## config.mk

```make
export PLATFORM = sky130hd
export DESIGN_NAME = booth_mult8_stream_ctrl
export DESIGN_NICKNAME = d
export VERILOG_FILES = /design/src/rtl/booth_mult8_stream_ctrl.sv
export SDC_FILE = /design/constraint.sdc
export NUM_CORES = 1
export LEC_CHECK = 0
export ABC_AREA = 1
export CAP_MARGIN = 30
export CELL_PAD_IN_SITES_DETAIL_PLACEMENT = 0
export CELL_PAD_IN_SITES_GLOBAL_PLACEMENT = 2
export CORE_UTILIZATION = 36
export DETAILED_ROUTE_END_ITERATION = 10
export PLACE_DENSITY = 0.83
export SETUP_SLACK_MARGIN = 0.05
export SYNTH_ARGS = -nofsm -noshare
export SYNTH_HDL_FRONTEND = slang
export SYNTH_SLANG_ARGS = --single-unit
export TNS_END_PERCENT = 50
```

## constraint.sdc

```tcl
create_clock -name clk -period 3.2 [get_ports clk]
set_input_delay 0.64 -clock clk [delete_from_list [all_inputs] [get_ports clk]]
set_output_delay 0.64 -clock clk [all_outputs]
set_load 0.02 [all_outputs]
```

## src/rtl/booth_mult8_stream_ctrl.sv

```systemverilog
// booth_mult8_stream_ctrl
//   Stream wrapper around an external multi-cycle multiplier core. Operands
//   queue in a small input FIFO. A two-state controller (IDLE/RUN) launches
//   one operation at a time on the core and collects the product together
//   with its tag into an output FIFO. An operation whose core_done never
//   arrives is aborted after TIMEOUT RUN cycles and flagged on err_timeout.
//
// Ports
//   clk, rst_n                       clock, asynchronous active-low reset
//   in_valid/in_ready                operand handshake
//   in_a, in_b, in_sign, in_tag      multiplicand, multiplier, sign mode, tag
//   core_start                       one-cycle launch pulse to the core
//   core_mcand, core_mplier          operands held for the core
//   core_sign_mode                   [1]=mcand signed, [0]=mplier signed
//   core_product, core_done          result and completion pulse from the core
//   out_valid/out_ready              result handshake
//   out_product, out_tag             head of the output FIFO
//   busy                             an operation is in flight
//   err_timeout, err_clr             sticky abort flag and its clear
module booth_mult8_stream_ctrl #(
   parameter int WIDTH     = 8,
   parameter int TAG_W     = 4,
   parameter int IN_DEPTH  = 2,
   parameter int OUT_DEPTH = 2,
   parameter int TIMEOUT   = 15
) (
   input  logic                 clk,
   input  logic                 rst_n,
   input  logic                 in_valid,
   output logic                 in_ready,
   input  logic [WIDTH-1:0]     in_a,
   input  logic [WIDTH-1:0]     in_b,
   input  logic [1:0]           in_sign,
   input  logic [TAG_W-1:0]     in_tag,
   output logic                 core_start,
   output logic [WIDTH-1:0]     core_mcand,
   output logic [WIDTH-1:0]     core_mplier,
   output logic [1:0]           core_sign_mode,
   input  logic [2*WIDTH-1:0]   core_product,
   input  logic                 core_done,
   output logic                 out_valid,
   input  logic                 out_ready,
   output logic [2*WIDTH-1:0]   out_product,
   output logic [TAG_W-1:0]     out_tag,
   output logic                 busy,
   output logic                 err_timeout,
   input  logic                 err_clr
);

   localparam int IW  = 2 + TAG_W + 2*WIDTH;   // {sign, tag, b, a}
   localparam int OW  = TAG_W + 2*WIDTH;       // {tag, product}
   localparam int IPW = (IN_DEPTH  > 1) ? $clog2(IN_DEPTH)  : 1;
   localparam int OPW = (OUT_DEPTH > 1) ? $clog2(OUT_DEPTH) : 1;
   localparam int ICW = $clog2(IN_DEPTH + 1);
   localparam int OCW = $clog2(OUT_DEPTH + 1);
   localparam int CTW = $clog2(TIMEOUT + 1);

   typedef enum logic {IDLE = 1'b0, RUN = 1'b1} state_t;

   // ---------------- input FIFO ----------------
   logic [IW-1:0]  in_mem_q [IN_DEPTH];
   logic [IPW-1:0] in_wr_q, in_rd_q;
   logic [ICW-1:0] in_cnt_q, in_cnt_d;
   logic           in_push, in_pop, in_empty, in_full;
   logic [IW-1:0]  in_head;
   logic           in_ready_en_q;   // keeps in_ready low while in reset

   // ---------------- output FIFO ----------------
   logic [OW-1:0]  out_mem_q [OUT_DEPTH];
   logic [OPW-1:0] out_wr_q, out_rd_q;
   logic [OCW-1:0] out_cnt_q, out_cnt_d;
   logic           out_push, out_pop, out_empty, out_full;
   logic [OW-1:0]  out_head;

   // ---------------- controller ----------------
   state_t             state_q;
   logic [CTW-1:0]     run_cnt_q;
   logic               core_start_q;
   logic [WIDTH-1:0]   mcand_q, mplier_q;
   logic [1:0]         sign_q;
   logic [TAG_W-1:0]   tag_q;
   logic               err_q;
   logic               launch, done_hit, timeout_hit;

   assign in_empty = (in_cnt_q == '0);
   assign in_full  = (in_cnt_q == ICW'(IN_DEPTH));
   assign in_head  = in_mem_q[in_rd_q];
   // in_ready depends only on registers, never on in_valid.
   assign in_ready = in_ready_en_q & ~in_full;
   assign in_push  = in_valid & in_ready;

   assign out_empty = (out_cnt_q == '0);
   assign out_full  = (out_cnt_q == OCW'(OUT_DEPTH));
   assign out_head  = out_mem_q[out_rd_q];
   assign out_valid = ~out_empty;
   assign out_pop   = out_valid & out_ready;

   // Free space is judged before any same-cycle pop, so a completing
   // operation always finds room in the output FIFO.
   assign launch      = (state_q == IDLE) & ~in_empty & ~out_full;
   assign in_pop      = launch;
   assign done_hit    = (state_q == RUN) & core_done;
   assign timeout_hit = (state_q == RUN) & ~core_done & (run_cnt_q == CTW'(TIMEOUT - 1));
   assign out_push    = done_hit;

   always_comb begin
      in_cnt_d = in_cnt_q;
      if (in_push & ~in_pop)      in_cnt_d = in_cnt_q + ICW'(1);
      else if (~in_push & in_pop) in_cnt_d = in_cnt_q - ICW'(1);
      out_cnt_d = out_cnt_q;
      if (out_push & ~out_pop)      out_cnt_d = out_cnt_q + OCW'(1);
      else if (~out_push & out_pop) out_cnt_d = out_cnt_q - OCW'(1);
   end

   always_ff @(posedge clk or negedge rst_n) begin
      if (!rst_n) begin
         for (int i = 0; i < IN_DEPTH; i++) in_mem_q[i] <= '0;
         in_wr_q       <= '0;
         in_rd_q       <= '0;
         in_cnt_q      <= '0;
         in_ready_en_q <= 1'b0;
      end else begin
         in_ready_en_q <= 1'b1;
         if (in_push) begin
            in_mem_q[in_wr_q] <= {in_sign, in_tag, in_b, in_a};
            in_wr_q <= (in_wr_q == IPW'(IN_DEPTH - 1)) ? '0 : in_wr_q + IPW'(1);
         end
         if (in_pop)
            in_rd_q <= (in_rd_q == IPW'(IN_DEPTH - 1)) ? '0 : in_rd_q + IPW'(1);
         in_cnt_q <= in_cnt_d;
      end
   end

   // Memory is cleared on reset so out_product/out_tag read as zero.
   always_ff @(posedge clk or negedge rst_n) begin
      if (!rst_n) begin
         for (int i = 0; i < OUT_DEPTH; i++) out_mem_q[i] <= '0;
         out_wr_q  <= '0;
         out_rd_q  <= '0;
         out_cnt_q <= '0;
      end else begin
         if (out_push) begin
            out_mem_q[out_wr_q] <= {tag_q, core_product};
            out_wr_q <= (out_wr_q == OPW'(OUT_DEPTH - 1)) ? '0 : out_wr_q + OPW'(1);
         end
         if (out_pop)
            out_rd_q <= (out_rd_q == OPW'(OUT_DEPTH - 1)) ? '0 : out_rd_q + OPW'(1);
         out_cnt_q <= out_cnt_d;
      end
   end

   always_ff @(posedge clk or negedge rst_n) begin
      if (!rst_n) begin
         state_q      <= IDLE;
         run_cnt_q    <= '0;
         core_start_q <= 1'b0;
         mcand_q      <= '0;
         mplier_q     <= '0;
         sign_q       <= '0;
         tag_q        <= '0;
         err_q        <= 1'b0;
      end else begin
         core_start_q <= 1'b0;
         case (state_q)
            IDLE: begin
               // core_done seen here belongs to nothing and is dropped.
               if (launch) begin
                  state_q      <= RUN;
                  run_cnt_q    <= '0;
                  core_start_q <= 1'b1;
                  mcand_q      <= in_head[WIDTH-1:0];
                  mplier_q     <= in_head[2*WIDTH-1:WIDTH];
                  tag_q        <= in_head[2*WIDTH+TAG_W-1:2*WIDTH];
                  sign_q       <= in_head[IW-1:IW-2];
               end
            end
            RUN: begin
               if (done_hit || timeout_hit) state_q <= IDLE;
               else                         run_cnt_q <= run_cnt_q + CTW'(1);
            end
            default: state_q <= IDLE;
         endcase
         // A timeout wins over a simultaneous clear.
         if (timeout_hit)  err_q <= 1'b1;
         else if (err_clr) err_q <= 1'b0;
      end
   end

   assign core_start     = core_start_q;
   assign core_mcand     = mcand_q;
   assign core_mplier    = mplier_q;
   assign core_sign_mode = sign_q;
   assign out_product    = out_head[2*WIDTH-1:0];
   assign out_tag        = out_head[OW-1:2*WIDTH];
   assign busy           = (state_q == RUN) | core_start_q;
   assign err_timeout    = err_q;

endmodule

```

[After elaboration in Yosys (flattened, before gate mapping)]
Cells that the tools add are included.
Storage, ports and cells
  register bits after elaboration: 122
  bits in latches: 0
  bits in writable memories: 0
  bits in read-only memories: 0
  input bits: 44
  output and inout port bits: 43
  word-level logic and storage cells: 105
  memories: 0
Operators by class
  $add $sub $neg: 9
  multipliers: 0
  divide/modulo/power cells: 0
  order comparisons: 6
  eq/ne operators: 5
  shift operators: 0
  muxes and demuxes: 29
  bitwise operators: 27
  reduce and logical (&&, ||, !) cells: 10
Operators with widths (count)
  22-bit two-way mux: 4
  20-bit two-way mux: 4
  44-bit bitwise mux: 1
  40-bit bitwise mux: 1
  22-bit demux with 1-bit select: 1
  20-bit demux with 1-bit select: 1
  1-bit bitwise AND: 12
  1-bit inverter: 10
  1-bit two-way mux: 9
  2-bit greater-or-equal comparator, second input constant: 4
  2-bit two-way mux: 4
  4-bit two-way mux: 2
  1-bit inverter with 2-bit output: 4
  4-bit one-hot mux with 2 select lines: 1
  2-bit nonzero test: 3
  1-bit adder, second input constant: 4
  2-bit by 1-bit adder with 2-bit output, second input constant: 2
  4-bit by 1-bit adder with 4-bit output, second input constant: 1
  2-bit == test, second input constant: 2
  4-bit == test, second input constant: 1
  2-bit logical NOT: 2
  2-bit by 1-bit less-than comparator with 1-bit output, second input constant: 2
  2-bit inequality test, second input constant: 2
  2-bit AND reduction: 2
  other kinds (5): 7

[Longest topological paths before layout]
Gate-level depths: netlist (run 1).
  depth after elaboration: 8
  mapped depth: 10
  gate-level depth less buffers: 9

[Worst setup path before layout (run 1)]
No wires, ideal clock.
  kind: reg2reg
  start: reg state_q
  end: reg in_cnt_q[1]
  library setup time: 122 ps
  arrival: 1507 ps
  required time: 3078 ps
  path slack: 1571 ps
  cell stages (with the launch flop): 9
  buffers on the path: 2
  period minus slack after synthesis: 1629 ps
  path through: dfrtp_1 inv_1 nand3_2 buf_4 buf_4 ha_1 nor2_1 nand2_1 xor2_1
On the way
  word-level cells in the longest chain between the ends: 6
  elaborated cells between the ends (all ways): 8
  those cells by class: mux (1); bitwise (6); reduce/logical (1)
RTL lines
  start, declared: RTL line 76  | state_t state_q;
  start signal, assigned: RTL line 154  | state_q <= IDLE;
  start signal, assigned: RTL line 168  | state_q <= RUN;
  start signal, assigned: RTL line 178  | if (done_hit || timeout_hit) state_q <= IDLE;
  1-bit inverter (*)
  1-bit bitwise AND (*) (2 in a row): RTL line 100  | assign launch = (state_q == IDLE) & ~in_empty & ~out_full;
  1-bit inverter: RTL line 108  | if (in_push & ~in_pop) in_cnt_d = in_cnt_q + ICW'(1);
  1-bit bitwise AND: RTL line 108
  2-bit two-way mux / 2-bit nonzero test (equally long branches)
  end signal, assigned: RTL line 130  | in_cnt_q <= in_cnt_d;
  end, declared: RTL line 63  | logic [ICW-1:0] in_cnt_q, in_cnt_d;
Mark *: on every way between the ends. The rest lies on a longest branch, timed or not.
A chain may end at the register's enable or synchronous reset.

[Worst setup path after layout (run 1)]
  start: reg out_rd_q
  end: out out_product[1]
On the way
  word-level cells in the longest chain between the ends: 4
RTL lines
  start, declared: RTL line 70  | logic [OPW-1:0] out_wr_q, out_rd_q;
  start signal, assigned: RTL line 147  | out_rd_q <= (out_rd_q == OPW'(OUT_DEPTH - 1)) ? '0 : out_rd_q + OPW'(1);
  1-bit inverter with 2-bit output (implied by the code): RTL line 94  | assign out_head = out_mem_q[out_rd_q];
  20-bit two-way mux (implied by the code) (3 in a row): RTL line 94
  end, declared: RTL line 43  | output logic [2*WIDTH-1:0] out_product,
Every way passes these cells. The select of a mux whose other input is x is not followed.

==> results.md, run 1 <==
- CP Launch Type: flop
- Main synth FF type: dfrtp_1
- Post-route setup slack: 412 ps
- Global Route met2 Usage: 23.8%
- Share of cells above drive strength 1: 15.5%
- Setup-failing EPs final: 0
- R2r setup slk: 1520 ps
- P_leak: 0.00339 uW
- DRT antenna net count: 0
- FP Rows: 44
- RSZ-0062 raised after global routing: no
- Pwr/cell area: 1040 nW/um^2
- XOR/XNOR share of the synthesized area: 1.12%
- Gr busiest metal: met2
- Share of async-settable or async-resettable flops after synthesis: 100%
- Unique masters post-synth: 26
- Final hold vios: 0
- Largest family of logic cells by synthesized area: simple AND/OR/NAND/NOR gates
- Die area: 15700 sq um
- 1st-pass router iterations: 10
- Number of max-cap violations: 0
- Die Y: 125 um
- Number of vias per cell: 4.53
- Placer Congestion: 0.768
- Failing checks: DRC
- Post-Synth Simple-Gate Area: 15.5%
- Total negative setup slack: 0 ps
- GRT Overall Usage: 15.0%
- Sequential area share after synthesis: 55.8%
- Postcts setup bufs: 0
- Met1 Usage GRT: 19.0%
- Tmin final: 2790 ps
- Synthesized cell area: 5470 sq um
- Hold-fix buffers at CTS: 0
- Post-synthesis adder-cell area fraction: 0.914%
- Via count: 3812
- Min-Delay Path Class: in -> async
- Cell count after synthesis: 564
- H-tree depth: 4
- Critical path class: reg -> out
- Nets: 694
- Worst-margin pin slew: 991 ps
- Diodes inserted: 0
- Worst-path clk slew: 50 ps
- GR Overflow Total: 0
- Area grow syn2layout: 26.1%
- DRT iter0 DRCs: 236
- Clock latency on the worst-skew pair: 410 ps
- CTS tree: yes
- R2R cell count: 7
- Post-DP HPWL: 6910 um
- Clock skew: 5.98 ps
- Fill cells: 1379
- Global-route wire length before repair: 18400 um
- DP Worst Slack: 825 ps
- CTS Buf Count: 17
- Yosys warns: 0
- Post-synth EDFFs: 0
- Initial Util: 37.2%
- I/O pins: 87
- Tcrit/Tclk final: 87.1%
- Antenna violations before repair: 0
- Synth Area per Inst: 9.70 sq um
- Resized cells post-CTS: 0
- Root buf cell: clkbuf_16
- Crit Path Max Fanout: 21
- CTS sink count: 122
- Final wirelength: 10900 um
- Post-synthesis compound-gate area fraction: 14.5%
- Clock buffer depth: 2
- Post-route DRC: 10
- Synthesized Nets: 612
- Commonest cells after routing, fill and taps aside: nand2_1, dfrtp_1, clkdlybuf4s50_1
- CP required: 2560 ps
- Die width: 125 um
- Critical path arrival: 2150 ps
- Core Util, Final: 47.0%
- IO buf count: 86
- Outcome: finished, violations left
- Peak supply drop: 0.416 mV
- Met3 usage: 4.71%
- Core footprint: 14700 sq um
- Kind of end point of the critical path: output pin
- Largest net degree at the start of global routing: 56
- Routed wire length per instance: 13.0 um
- Final Max Tran Viols: 0
- F_max: 359 MHz
- #FFs+latches synth: 122
- Commonest non-fill, non-tap cell in the layout: nand2_1
- Worst slew margin: 33.9%
- Vias in the first global route: 3776
- Multiplexer area fraction after synthesis: 4.02%
## report_power, final
part,internal (uW),switching (uW)
clock,1040,620
combinational,1250,1630
sequential,2240,399
total,4530,2650
## stage by stage
step | hold WS (ps) | std cells | cell area [sq um] | total power, uW
after floorplan | 344 | 564 | 5470 | 4640
after global placement | 459 | 811 | 6390 | 5510
after detailed placement | 468 | 811 | 6390 | 5590
after CTS | 170 | 841 | 6900 | 7290
after global routing | 189 | 841 | 6900 | 7710
final | 173 | 841 | 6900 | 7180
## final cells by class
class / count / area [sq um] / share of cell area (%)
Clock buffer: 27 / 493 / 7.14
Clock inverter: 3 / 15.0 / 0.218
Inverter: 58 / 218 / 3.15
Multi-Input combinational cell: 355 / 1980 / 28.6
Sequential cell: 122 / 3050 / 44.2
Tap cell: 184 / 230 / 3.34
Timing Repair Buffer: 92 / 916 / 13.3
## worst paths after layout
kind	from	to
max in group asynchronous	rst_n	in_mem_q[38]$_DFFE_PN0P_
worst min register to register	in_mem_q[40]$_DFFE_PN0P_	in_mem_q[40]$_DFFE_PN0P_
min in group clk	in_mem_q[40]$_DFFE_PN0P_	in_mem_q[40]$_DFFE_PN0P_
worst max-delay path	out_rd_q$_DFFE_PN0P_	out_product[1]
worst max register to register	state_q$_DFF_PN0_	run_cnt_q[0]$_DFFE_PN0P_
worst min-delay path	rst_n	out_mem_q[20]$_DFFE_PN0P_
## worst max-delay path, cell delays in order (launching register included)
cell and delay (ps):
dfrtp_1 370, inv_1 550, nand2_1 110, nand2_1 110, clkdlybuf4s50_1 600
## cell families after synthesis
kind of cell	after synthesis
and+or+nand+nor	213
DFF	122
AOI/OAI and AO/OA	108
buffers and inverters	87
muxes	22
xor gates and xnor gates	7
adders and majority gates	4
other	1
## cell usage after synthesis, types with 2 or more instances
cell	count	area [sq um]
clkbuf_1	9	33.8
nand3_4	2	35.0
nand3_1	4	20.0
buf_4	4	30.0
nand2_1	195	732
mux2i_1	22	220
ha_1	4	50.1
buf_2	3	15.0
inv_1	57	214
nor2_1	7	26.3
o21ai_2	64	561
dfrtp_1	122	3050
xnor2_1	4	35.0
o21ai_0	37	185
o21ai_1	5	25.0
buf_6	13	146
xor2_1	3	26.3
## metal layers
layer  wire length (um)  vias to the layer above  part of all wire, %
met4                169                        0                  1.6
met2               4950                       88                   45
met3                608                       17                  5.6
met5                  0                        -                    0
met1               5170                     1776                   47
li1                   -                     1931                    -
## registers in the layout (all words and copies together), names as in the netlist, 4 cells and up
name	count
core_mcand	8
out_mem_q	40
core_mplier	8
tag_q	4
run_cnt_q	4
in_mem_q	44
(Power assumes the default switching activity.)
==> inputs of run 2 (changes only) <==
--- a/config.mk
+++ b/config.mk
@@ -9,10 +9,12 @@
 export CAP_MARGIN = 30
 export CELL_PAD_IN_SITES_DETAIL_PLACEMENT = 0
 export CELL_PAD_IN_SITES_GLOBAL_PLACEMENT = 2
+export CORE_MARGIN = 2
 export CORE_UTILIZATION = 36
 export DETAILED_ROUTE_END_ITERATION = 10
 export PLACE_DENSITY = 0.83
 export SETUP_SLACK_MARGIN = 0.05
+export SLEW_MARGIN = 20
 export SYNTH_ARGS = -nofsm -noshare
 export SYNTH_HDL_FRONTEND = slang
 export SYNTH_SLANG_ARGS = --single-unit
==> constraint.sdc (replaced) <==
create_clock -name clk -period 3.2 [get_ports clk]
set_input_delay 0.64 -clock clk [delete_from_list [all_inputs] [get_ports clk]]
set_output_delay 0.64 -clock clk [all_outputs]
set_load 0.1 [all_outputs]
==> results.md, run 2 (synthesis results as in run 1) <==
- Setup-failing EPs final: 0
- Die width: 127 um
- Crit path launch: out_rd_q$_DFFE_PN0P_
- CP required: 2560 ps
- FP Rows: 45
- Post-route DRC: 0
- Final wirelength: 10800 um
- Vias in the first global route: 3800
- Routed wire length per instance: 12.8 um
- Largest net degree at the start of global routing: 79
- Outcome: finished, final reports clean
- Global-route wire length before repair: 18400 um
- Total negative setup slack: 0 ps
- Clock buffer depth: 2
- Area grow syn2layout: 30.9%
- Final Max Tran Viols: 0
- Min-Delay Path Class: in -> async
- Initial Util: 36.4%
- RR Endpoint: in_mem_q[20]$_DFFE_PN0P_
- RSZ-0062 raised after global routing: no
- Post-DP HPWL: 7010 um
- Commonest non-fill, non-tap cell in the layout: nand2_1
- Tmin final: 2430 ps
- F_max: 411 MHz
- DP Worst Slack: 928 ps
- DRT antenna net count: 0
- Core footprint: 15000 sq um
- Diodes inserted: 0
- Via count: 3840
- IO buf count: 86
- Kind of end point of the critical path: output pin
- Critical path arrival: 1790 ps
- Final hold vios: 0
- Root buf cell: clkbuf_16
- Worst-margin pin slew: 746 ps
- CP Launch Type: flop
- Hold-fix buffers at CTS: 0
- Share of cells above drive strength 1: 23.2%
- Post-route cell area: 7160 sq um
- Antenna violations before repair: 0
- Max FFs per register: 44
- 1st-pass router iterations: 4
- Largest reg by FF count: in_mem_q
- Clock skew: 7.91 ps
- R2R cell count: 5
- Tcrit/Tclk final: 76.0%
- Critical Path End: out_product[14]
- Worst slew margin: 50.2%
- Number of max-cap violations: 0
- Commonest cells after routing, fill and taps aside: nand2_1, dfrtp_1, o21ai_2
- Top flop regs: in_mem_q: 44 flops, out_mem_q: 40 flops
- Core Util, Final: 47.7%
- GR Overflow Total: 0
- H-tree depth: 4
- Clock latency on the worst-skew pair: 410 ps
- Die area: 16200 sq um
- Placement-stage cell area: 6530 sq um
- Nets: 694
- Critical R2R Launch: in_cnt_q[0]$_DFFE_PN0P_
- Postcts setup bufs: 0
- Number of vias per cell: 4.53
- Crit Path Max Fanout: 21
- CTS sink count: 122
- Post-route setup slack: 768 ps
- CTS tree: yes
- Worst-path clk slew: 50 ps
- Resized cells post-CTS: 0
- Fill cells: 1393
- Critical path class: reg -> out
- R2r setup slk: 1490 ps
- DRT iter0 DRCs: 305
- Die Y: 127 um
- GRT Overall Usage: 14.5%
- Placer Congestion: 0.694
- CTS Buf Count: 17
- I/O pins: 87
-- run 2: cell count changes in the layout (fill, tap and decap cells not counted) --
cell / delta
buf_12: +21
buf_4: +22
clkdlybuf4s50_1: -43
clkbuf_8: +4
clkbuf_1: -6
bufinv_16: +2
clkinv_2: +2
-- run 2: stage by stage --
| stage | hold slack [ps] | cells |
|---|---|---|
| after floorplan | 344 | 564 |
| after global placement | 462 | 814 |
| after detailed placement | 468 | 814 |
| after CTS | 246 | 846 |
| after global routing | 283 | 847 |
| final | 249 | 847 |
-- run 2: area by class of cell --
class	count	area, sq um	share of cell area, %
Clock buffer	25	526	7.33
Tap cell	188	235	3.28
Multi-Input combinational cell	355	1980	27.6
Clock inverter	7	85.1	1.19
Inverter	58	218	3.04
Timing Repair Buffer	92	1070	14.9
Sequential cell	122	3050	42.6
-- run 2: worst min-delay path by stage --
stage	start	endpoint	slack, ps	depth (start not counted)
final	rst_n	out_mem_q[1]$_DFFE_PN0P_	250	1
after global routing	rst_n	out_mem_q[7]$_DFFE_PN0P_	280	1
after CTS	rst_n	out_mem_q[26]$_DFFE_PN0P_	250	1
after detailed placement	in_mem_q[41]$_DFFE_PN0P_	in_mem_q[41]$_DFFE_PN0P_	470	2
after global placement	out_cnt_q[0]$_DFFE_PN0P_	out_cnt_q[0]$_DFFE_PN0P_	460	1
after floorplan	rst_n	core_mcand[0]$_DFFE_PN0P_	340	0
-- run 2: layer usage --
| layer | global-route usage [%] | wire length, um | up-vias |
|---|---|---|---|
| met5 | 0 | 0 | - |
| met4 | 6.40 | 170 | 0 |
| met3 | 4.02 | 453 | 16 |
| met2 | 22.6 | 4940 | 85 |
| met1 | 18.9 | 5250 | 1788 |
| li1 | - | - | 1951 |
-- run 2: worst max-delay path: stages, from the launching register on --
cell and delay, ps:
dfrtp_1 370, inv_1 550, nand2_1 110, nand2_1 170
buf_12 190
Power of run 2 is left out: the tool's default activity adds up to more than one toggle a clock period on the data nets, which glitch-free logic cannot reach.
